$ cat config.mk
export PLATFORM = sky130hd
export DESIGN_NAME = ttt_turn_sequencer_flat
export DESIGN_NICKNAME = d
export VERILOG_FILES = /design/src/rtl/ttt_turn_sequencer_if.sv /design/src/rtl/ttt_turn_sequencer.sv /design/src/flat_wrapper.sv
export SDC_FILE = /design/constraint.sdc
export NUM_CORES = 1
export LEC_CHECK = 0
export CORE_MARGIN = 3
export CORE_UTILIZATION = 53
export DETAILED_ROUTE_END_ITERATION = 12
export PLACE_DENSITY = 0.83
export SETUP_SLACK_MARGIN = 0.15
export SYNTH_ARGS = -nofsm -noshare
export SYNTH_HDL_FRONTEND = slang
export SYNTH_SLANG_ARGS = --single-unit
$ cat constraint.sdc
create_clock -name clk_i -period 3.9 [get_ports clk_i]
set_input_delay 0.78 -clock clk_i [delete_from_list [all_inputs] [get_ports clk_i]]
set_output_delay 0.78 -clock clk_i [all_outputs]
set_load 0.01 [all_outputs]
$ cat src/rtl/ttt_turn_sequencer_if.sv
// rtl/ttt_turn_sequencer_if.sv - handshake/bus bundle between turn sequencer and game peripherals
interface ttt_turn_sequencer_if;
    logic       start;
    logic       player_first;
    logic [8:0] btn_n;
    logic [8:0] board_occ;
    logic       vnotactive;
    logic       cpu_done;
    logic [3:0] cpu_move;
    logic       judge_done;
    logic [1:0] judge_result;
    logic       cpu_start;
    logic       judge_start;
    logic       wr_en;
    logic [3:0] wr_idx;
    logic [1:0] wr_val;
    logic [2:0] game_state;
    logic       human_turn;

    modport slave (
        input  start, player_first, btn_n, board_occ, vnotactive,
               cpu_done, cpu_move, judge_done, judge_result,
        output cpu_start, judge_start, wr_en, wr_idx, wr_val, game_state, human_turn
    );

    modport master (
        output start, player_first, btn_n, board_occ, vnotactive,
               cpu_done, cpu_move, judge_done, judge_result,
        input  cpu_start, judge_start, wr_en, wr_idx, wr_val, game_state, human_turn
    );
endinterface

$ cat src/rtl/ttt_turn_sequencer.sv
// rtl/ttt_turn_sequencer.sv - tic-tac-toe turn arbitration, blank-synchronised board writes, game state
module ttt_turn_sequencer #(
    parameter int CPU_TIMEOUT = 1023,
    parameter bit BLANK_SYNC  = 1'b1
) (
    input  logic                  clk_i,
    input  logic                  rst_i,
    ttt_turn_sequencer_if.slave   bus
);
    localparam int CW = $clog2(CPU_TIMEOUT + 1);

    typedef enum logic [3:0] {
        IDLE, H_WAIT, H_WRITE, H_JUDGE, C_REQ, C_WAIT, C_WRITE, C_JUDGE, END_S
    } state_t;

    state_t        state_q;
    logic [CW-1:0] ctr_q;
    logic          cpu_start_q;
    logic          judge_start_q;
    logic          wr_en_q;
    logic [3:0]    wr_idx_q;
    logic [1:0]    wr_val_q;
    logic [2:0]    game_state_q;
    logic          human_turn_q;

    // Returns {found, index} of the lowest set bit; lowest index has priority.
    function automatic logic [4:0] lowest(input logic [8:0] v);
        logic [4:0] res;
        res = 5'd0;
        for (int i = 8; i >= 0; i--) begin
            if (v[i]) res = {1'b1, 4'(i)};
        end
        return res;
    endfunction

    logic [4:0]  press_pick;
    logic [4:0]  free_pick;
    logic [15:0] occ_ext;
    logic        cpu_ok;
    logic        wr_ok;
    logic        c_go;
    logic        c_have;
    logic [3:0]  c_idx;

    // Press/CPU move selection; indices 9..15 count as occupied so bad CPU moves fall back.
    always_comb begin
        press_pick = lowest(~bus.btn_n & ~bus.board_occ);
        free_pick  = lowest(~bus.board_occ);
        occ_ext    = {7'h7f, bus.board_occ};
        cpu_ok     = bus.cpu_done && !occ_ext[bus.cpu_move];
        wr_ok      = !BLANK_SYNC || bus.vnotactive;
        c_go       = bus.cpu_done || (ctr_q == CW'(CPU_TIMEOUT));
        c_have     = cpu_ok || free_pick[4];
        c_idx      = cpu_ok ? bus.cpu_move : free_pick[3:0];
    end

    // Game FSM; write strobe may assert on the accepting edge so a press reaches wr_en in one cycle.
    always_ff @(posedge clk_i) begin
        if (rst_i) begin
            state_q       <= IDLE;
            ctr_q         <= '0;
            cpu_start_q   <= 1'b0;
            judge_start_q <= 1'b0;
            wr_en_q       <= 1'b0;
            wr_idx_q      <= 4'd0;
            wr_val_q      <= 2'b00;
            game_state_q  <= 3'd0;
            human_turn_q  <= 1'b0;
        end else begin
            cpu_start_q   <= 1'b0;
            judge_start_q <= 1'b0;
            wr_en_q       <= 1'b0;
            case (state_q)
                IDLE: begin
                    if (bus.start) begin
                        game_state_q <= 3'd1;
                        if (bus.player_first) begin
                            state_q      <= H_WAIT;
                            human_turn_q <= 1'b1;
                        end else begin
                            state_q <= C_REQ;
                        end
                    end
                end
                H_WAIT: begin
                    if (press_pick[4]) begin
                        wr_idx_q     <= press_pick[3:0];
                        wr_val_q     <= 2'b01;
                        human_turn_q <= 1'b0;
                        wr_en_q      <= wr_ok;
                        state_q      <= H_WRITE;
                    end
                end
                H_WRITE: begin
                    if (wr_en_q) begin
                        judge_start_q <= 1'b1;
                        state_q       <= H_JUDGE;
                    end else begin
                        wr_en_q <= wr_ok;
                    end
                end
                H_JUDGE: begin
                    if (bus.judge_done) begin
                        case (bus.judge_result)
                            2'b01: begin state_q <= END_S; game_state_q <= 3'd2; end
                            2'b11: begin state_q <= END_S; game_state_q <= 3'd4; end
                            default: state_q <= C_REQ;
                        endcase
                    end
                end
                C_REQ: begin
                    cpu_start_q <= 1'b1;
                    ctr_q       <= '0;
                    state_q     <= C_WAIT;
                end
                C_WAIT: begin
                    if (c_go) begin
                        if (c_have) begin
                            wr_idx_q <= c_idx;
                            wr_val_q <= 2'b10;
                            wr_en_q  <= wr_ok;
                            state_q  <= C_WRITE;
                        end else begin
                            state_q      <= END_S;
                            game_state_q <= 3'd4;
                        end
                    end else begin
                        ctr_q <= ctr_q + 1'b1;
                    end
                end
                C_WRITE: begin
                    if (wr_en_q) begin
                        judge_start_q <= 1'b1;
                        state_q       <= C_JUDGE;
                    end else begin
                        wr_en_q <= wr_ok;
                    end
                end
                C_JUDGE: begin
                    if (bus.judge_done) begin
                        case (bus.judge_result)
                            2'b10: begin state_q <= END_S; game_state_q <= 3'd3; end
                            2'b11: begin state_q <= END_S; game_state_q <= 3'd4; end
                            default: begin state_q <= H_WAIT; human_turn_q <= 1'b1; end
                        endcase
                    end
                end
                END_S: begin
                    if (bus.start) begin
                        state_q      <= IDLE;
                        game_state_q <= 3'd0;
                    end
                end
                default: state_q <= IDLE;
            endcase
        end
    end

    assign bus.cpu_start   = cpu_start_q;
    assign bus.judge_start = judge_start_q;
    assign bus.wr_en       = wr_en_q;
    assign bus.wr_idx      = wr_idx_q;
    assign bus.wr_val      = wr_val_q;
    assign bus.game_state  = game_state_q;
    assign bus.human_turn  = human_turn_q;
endmodule
$ cat src/flat_wrapper.sv
// flat-port wrapper written by rule: the top's interface ports become plain ports
module ttt_turn_sequencer_flat 
#(
    parameter int CPU_TIMEOUT = 1023,
    parameter bit BLANK_SYNC  = 1'b1
)
  (clk_i, rst_i, bus_start, bus_player_first, bus_btn_n, bus_board_occ, bus_vnotactive, bus_cpu_done, bus_cpu_move, bus_judge_done, bus_judge_result, bus_cpu_start, bus_judge_start, bus_wr_en, bus_wr_idx, bus_wr_val, bus_game_state, bus_human_turn);
  ttt_turn_sequencer_if bus_i ();
  input  logic clk_i;
  input  logic rst_i;
  input wire logic [$bits(bus_i.start)-1:0] bus_start;
  input wire logic [$bits(bus_i.player_first)-1:0] bus_player_first;
  input wire logic [$bits(bus_i.btn_n)-1:0] bus_btn_n;
  input wire logic [$bits(bus_i.board_occ)-1:0] bus_board_occ;
  input wire logic [$bits(bus_i.vnotactive)-1:0] bus_vnotactive;
  input wire logic [$bits(bus_i.cpu_done)-1:0] bus_cpu_done;
  input wire logic [$bits(bus_i.cpu_move)-1:0] bus_cpu_move;
  input wire logic [$bits(bus_i.judge_done)-1:0] bus_judge_done;
  input wire logic [$bits(bus_i.judge_result)-1:0] bus_judge_result;
  output wire logic [$bits(bus_i.cpu_start)-1:0] bus_cpu_start;
  output wire logic [$bits(bus_i.judge_start)-1:0] bus_judge_start;
  output wire logic [$bits(bus_i.wr_en)-1:0] bus_wr_en;
  output wire logic [$bits(bus_i.wr_idx)-1:0] bus_wr_idx;
  output wire logic [$bits(bus_i.wr_val)-1:0] bus_wr_val;
  output wire logic [$bits(bus_i.game_state)-1:0] bus_game_state;
  output wire logic [$bits(bus_i.human_turn)-1:0] bus_human_turn;
  assign bus_i.start = bus_start;
  assign bus_i.player_first = bus_player_first;
  assign bus_i.btn_n = bus_btn_n;
  assign bus_i.board_occ = bus_board_occ;
  assign bus_i.vnotactive = bus_vnotactive;
  assign bus_i.cpu_done = bus_cpu_done;
  assign bus_i.cpu_move = bus_cpu_move;
  assign bus_i.judge_done = bus_judge_done;
  assign bus_i.judge_result = bus_judge_result;
  assign bus_cpu_start = bus_i.cpu_start;
  assign bus_judge_start = bus_i.judge_start;
  assign bus_wr_en = bus_i.wr_en;
  assign bus_wr_idx = bus_i.wr_idx;
  assign bus_wr_val = bus_i.wr_val;
  assign bus_game_state = bus_i.game_state;
  assign bus_human_turn = bus_i.human_turn;
  ttt_turn_sequencer #(.CPU_TIMEOUT(CPU_TIMEOUT), .BLANK_SYNC(BLANK_SYNC)) u_core (.clk_i(clk_i), .rst_i(rst_i), .bus(bus_i));
endmodule
==> results summary <==
The per-cell via count in the routed design is 5.987. The flow ran to the end, and the final reports show no timing, DRC or antenna violations. The fraction of met1 tracks used by global routing came out at 34.02%. Sorting the synthesized cells by how often they occur yields 37 x sky130_fd_sc_hd__nor2_1, 27 x sky130_fd_sc_hd__dfxtp_1, 17 x sky130_fd_sc_hd__nand2_1. The via count of the first global-routing pass was 1671.

The total global routing track utilization is 23.44%. The layer with the highest usage is met2. The clock network latency to the later pin of the worst-skew pair came out at 0.34 ns. The min-delay analysis places its worst path in the category register to register. Dividing the final minimum period by the clock period gives 67.16%. The post-synthesis instance area is 0.001797 mm². The number of buffers created by CTS is 3.

The register bit total from synthesis is 27. The clock slew at the register clock pins of the worst setup and hold paths came out at 0.15 ns. The residual antenna-violating net count after detailed routing is 0. The number of failing setup endpoints in the final timing report is 0.

The share of cells above drive strength 1 is 7.576%. The most area-hungry cell type in the Yosys netlist is sky130_fd_sc_hd__dfxtp_1. The total half-perimeter wirelength after legalization and detailed placement came out at 3512 µm.

TritonCTS built the clock tree. The post-cts gate resize count came out at 0. The final number of max-transition violations was 0. After filler insertion, the fill cell instance count of the layout stands at 245.

The count of buffers added by post-CTS timing repair for setup is 0. The overall via count from detail_route came out at 1844. The final-layout setup total negative slack came out at 0 ns. Synthesis produced 224 cells. The data arrival time of the critical path came out at 2.87 ns. The number of antenna violations at the first check in global routing was 0. Among all cell types in the netlist, the one instantiated most often is sky130_fd_sc_hd__nor2_1. The worst setup path is captured at a register.

The number of cells on the worst reg-to-reg path is 7. IR analysis of the VDD net gives a maximum drop of 0.3564 mV. Setup repair after global routing left no endpoint under its margin. The critical path starts at bus_board_occ[2]. The number of distinct library cell variants in the gate-level netlist after synthesis is 58. The final net count is 297. The count of max-cap constraint violations came out at 0. The met3 layer usage reported by global route is 4.394%. The first-iteration detailed-routing DRC count came out at 151.

Among all flip-flop cells after synthesis, the most frequent one is sky130_fd_sc_hd__dfxtp_1. The port buffer count came out at 43. The standard-cell row count is 20.

The worst setup path is of the input port to register kind. Ranked by total cell area, the synthesized netlist is headed by sky130_fd_sc_hd__dfxtp_1 30%, sky130_fd_sc_hd__nor2_1 7.7%, sky130_fd_sc_hd__a21oi_1 4.2%. In this run the vertical extent of the chip is 64.23 µm. The max-slew headroom at the worst pin is 62.13%. Clock tree synthesis selected as its root buffer the cell sky130_fd_sc_hd__clkbuf_4. The share of the core filled with cells came out at 72.42%.

The remaining design rule violation count is 0. The final-report hold violation count is 0. The number of hold buffers added after CTS was 0. The number of cells in the finished layout apart from fillers came out at 308. The synthesized design devotes to its leading area cell type 30.08% of total area. The startpoint of the lowest-slack hold path is u_core.bus.wr_idx[3].

For this design the ratio of total power to cell area is 427.2 mW/mm². In this run, placement finished with an instance count of 304. The maximum operating frequency came out at 381.8 MHz. The capture point of the worst reg-to-reg path is u_core.bus.game_state[2]. The floorplan die area came out at 0.004125 mm². The part of the Yosys area used for sequential elements is 30.08%.

The first TritonRoute pass finished after 4 iterations. The number of nets in the synthesized netlist is 256. The critical path startpoint category is an input port. The routed wirelength normalized by instance count is 14.75 µm. Along the worst hold path, the cell count comes to 2. The width of the die came out at 64.23 µm. The weighted congestion at the end of routability-driven global placement came out at 0.9112.

The average instance area after synthesis came out at 8.021 µm². The worst setup slack after layout is 1.281 ns. Of all nets on the critical path, the largest fanout is 6.

Entering global routing, the biggest net connects 18 pins. Subtracting the final worst setup slack from the clock period gives 2.619 ns. The final wirelength is 4544 µm. The overall power of the completed layout is 975.6 µW. The remaining global-route overflow is 0. The total number of H-tree levels came out at 1. The critical path required time is 4.15 ns. The clock tree buffer depth is 2. The first-pass GRT wire length is 7748 µm.

The post-placement worst setup slack is 0.9292 ns. The multi-input logic area came out at 0.001209 mm². The starting density of the core is 56.98%. The number of synthesis warnings is 0. The area inside the core boundary came out at 0.003153 mm². Clock skew on the completed layout was measured at 0.01211 ns. The total number of clock tree sinks is 27.

The area growth from synthesis to layout is 27.09%. The number of top-level pins is 44. The met2 track utilization from global routing is 34.97%. In the synthesized netlist the async set-or-reset flop fraction comes to 0%.

The standby leakage power came out at 0.8430 nW. The path with the worst hold slack has its endpoint at u_core.bus.wr_idx[3]. At the pin with the least slew margin, the transition time is 0.5663 ns. The sequential cell area in the final layout came out at 540.5 µm². The synthesized design contains 0 enable-type register cells.

The minimum setup slack among reg-to-reg paths is 1.63 ns. The startpoint of the worst-slack reg-to-reg timing path is u_core.ctr_q[0]. The number of antenna repair diodes is 0.
-- state kept, by name, indices dropped and copies added, names as in the netlist --
| signal | count |
|---|---|
| u_core.bus.game_state | 3 |
| u_core.bus.judge_start | 1 |
| u_core.bus.wr_val | 2 |
| u_core.bus.cpu_start | 1 |
| u_core.bus.human_turn | 1 |
| u_core.state_q | 4 |
| u_core.bus.wr_idx | 4 |
| u_core.bus.wr_en | 1 |
| u_core.ctr_q | 10 |
-- cells in the final DEF (no fill, tap or decap), types with 3 or more instances in the layout --
master	netlist	layout
sky130_fd_sc_hd__xor2_1	6	6
sky130_fd_sc_hd__clkdlybuf4s50_1	0	43
sky130_fd_sc_hd__mux2i_1	6	6
sky130_fd_sc_hd__nand3_1	7	7
sky130_fd_sc_hd__nand2_1	17	17
sky130_fd_sc_hd__dfxtp_1	27	27
sky130_fd_sc_hd__clkbuf_4	0	3
sky130_fd_sc_hd__or3_1	3	3
sky130_fd_sc_hd__a21oi_1	15	15
sky130_fd_sc_hd__o22ai_1	4	4
sky130_fd_sc_hd__o21ai_0	14	14
sky130_fd_sc_hd__nand4_1	5	5
sky130_fd_sc_hd__o211ai_1	3	3
sky130_fd_sc_hd__inv_1	5	5
sky130_fd_sc_hd__nand2b_1	5	5
sky130_fd_sc_hd__nor2b_1	4	4
sky130_fd_sc_hd__nor3_1	5	5
sky130_fd_sc_hd__and3_1	6	6
sky130_fd_sc_hd__nor2_1	37	37
-- cell type report --
type	instances	area share, %
well taps	44	2.411
clock buffers	3	0.9863
flip-flops and latches	27	23.67
clock inverters	1	0.3288
inverters	5	0.8219
repair buffers	43	18.85
multi-input cells	185	52.93
-- worst max-delay path by stage --
stage	endpoint	cells past startpoint
after floorplan	u_core.bus.wr_idx[1]	7
after global placement	u_core.bus.game_state[2]	7
after detailed placement	u_core.bus.game_state[2]	7
after CTS	u_core.bus.game_state[2]	7
after global routing	u_core.bus.game_state[2]	7
final	u_core.bus.game_state[2]	7
-- through the flow --
step | hold WS, ns | cell area (µm²)
2_1_floorplan | 0.4539 | 1797
3_3_place_gp | 0.4578 | 2253
3_5_place_dp | 0.4557 | 2253
4_1_cts | 0.4934 | 2283
5_1_grt | 0.5132 | 2283
6_report | 0.4908 | 2283
-- worst max-delay path, stage by stage --
cell                              delay (ns)
sky130_fd_sc_hd__clkdlybuf4s50_1        0.64
sky130_fd_sc_hd__nand4_4                0.17
sky130_fd_sc_hd__o31ai_4                0.33
sky130_fd_sc_hd__o31ai_2                0.17
sky130_fd_sc_hd__nor3b_4                0.29
sky130_fd_sc_hd__or3b_1                 0.36
sky130_fd_sc_hd__o211a_1                0.12
-- per-layer routing --
| metal | vias to the layer above | part of all wire (%) |
|---|---|---|
| met1 | 856 | 48 |
| li1 | 932 | - |
| met5 | - | 0 |
| met3 | 9 | 4.3 |
| met4 | 0 | 1.7 |
| met2 | 47 | 46 |
-- cells by family after synthesis --
logic type	Yosys count	synth area share, %
simple gates	109	33.63
compound gates	61	24.58
mux	8	5.432
buf+inv	12	2.646
fa+ha+maj	1	0.6963
flops	27	30.08
xor+xnor	6	2.925
-- where the power goes --
part,switching [mW],total (mW),internal (mW)
combinational,0.234,0.461,0.228
clock,0.0853,0.125,0.0393
sequential,0.0738,0.390,0.316
total,0.393,0.976,0.583
Power figures use the tool's default switching activity.
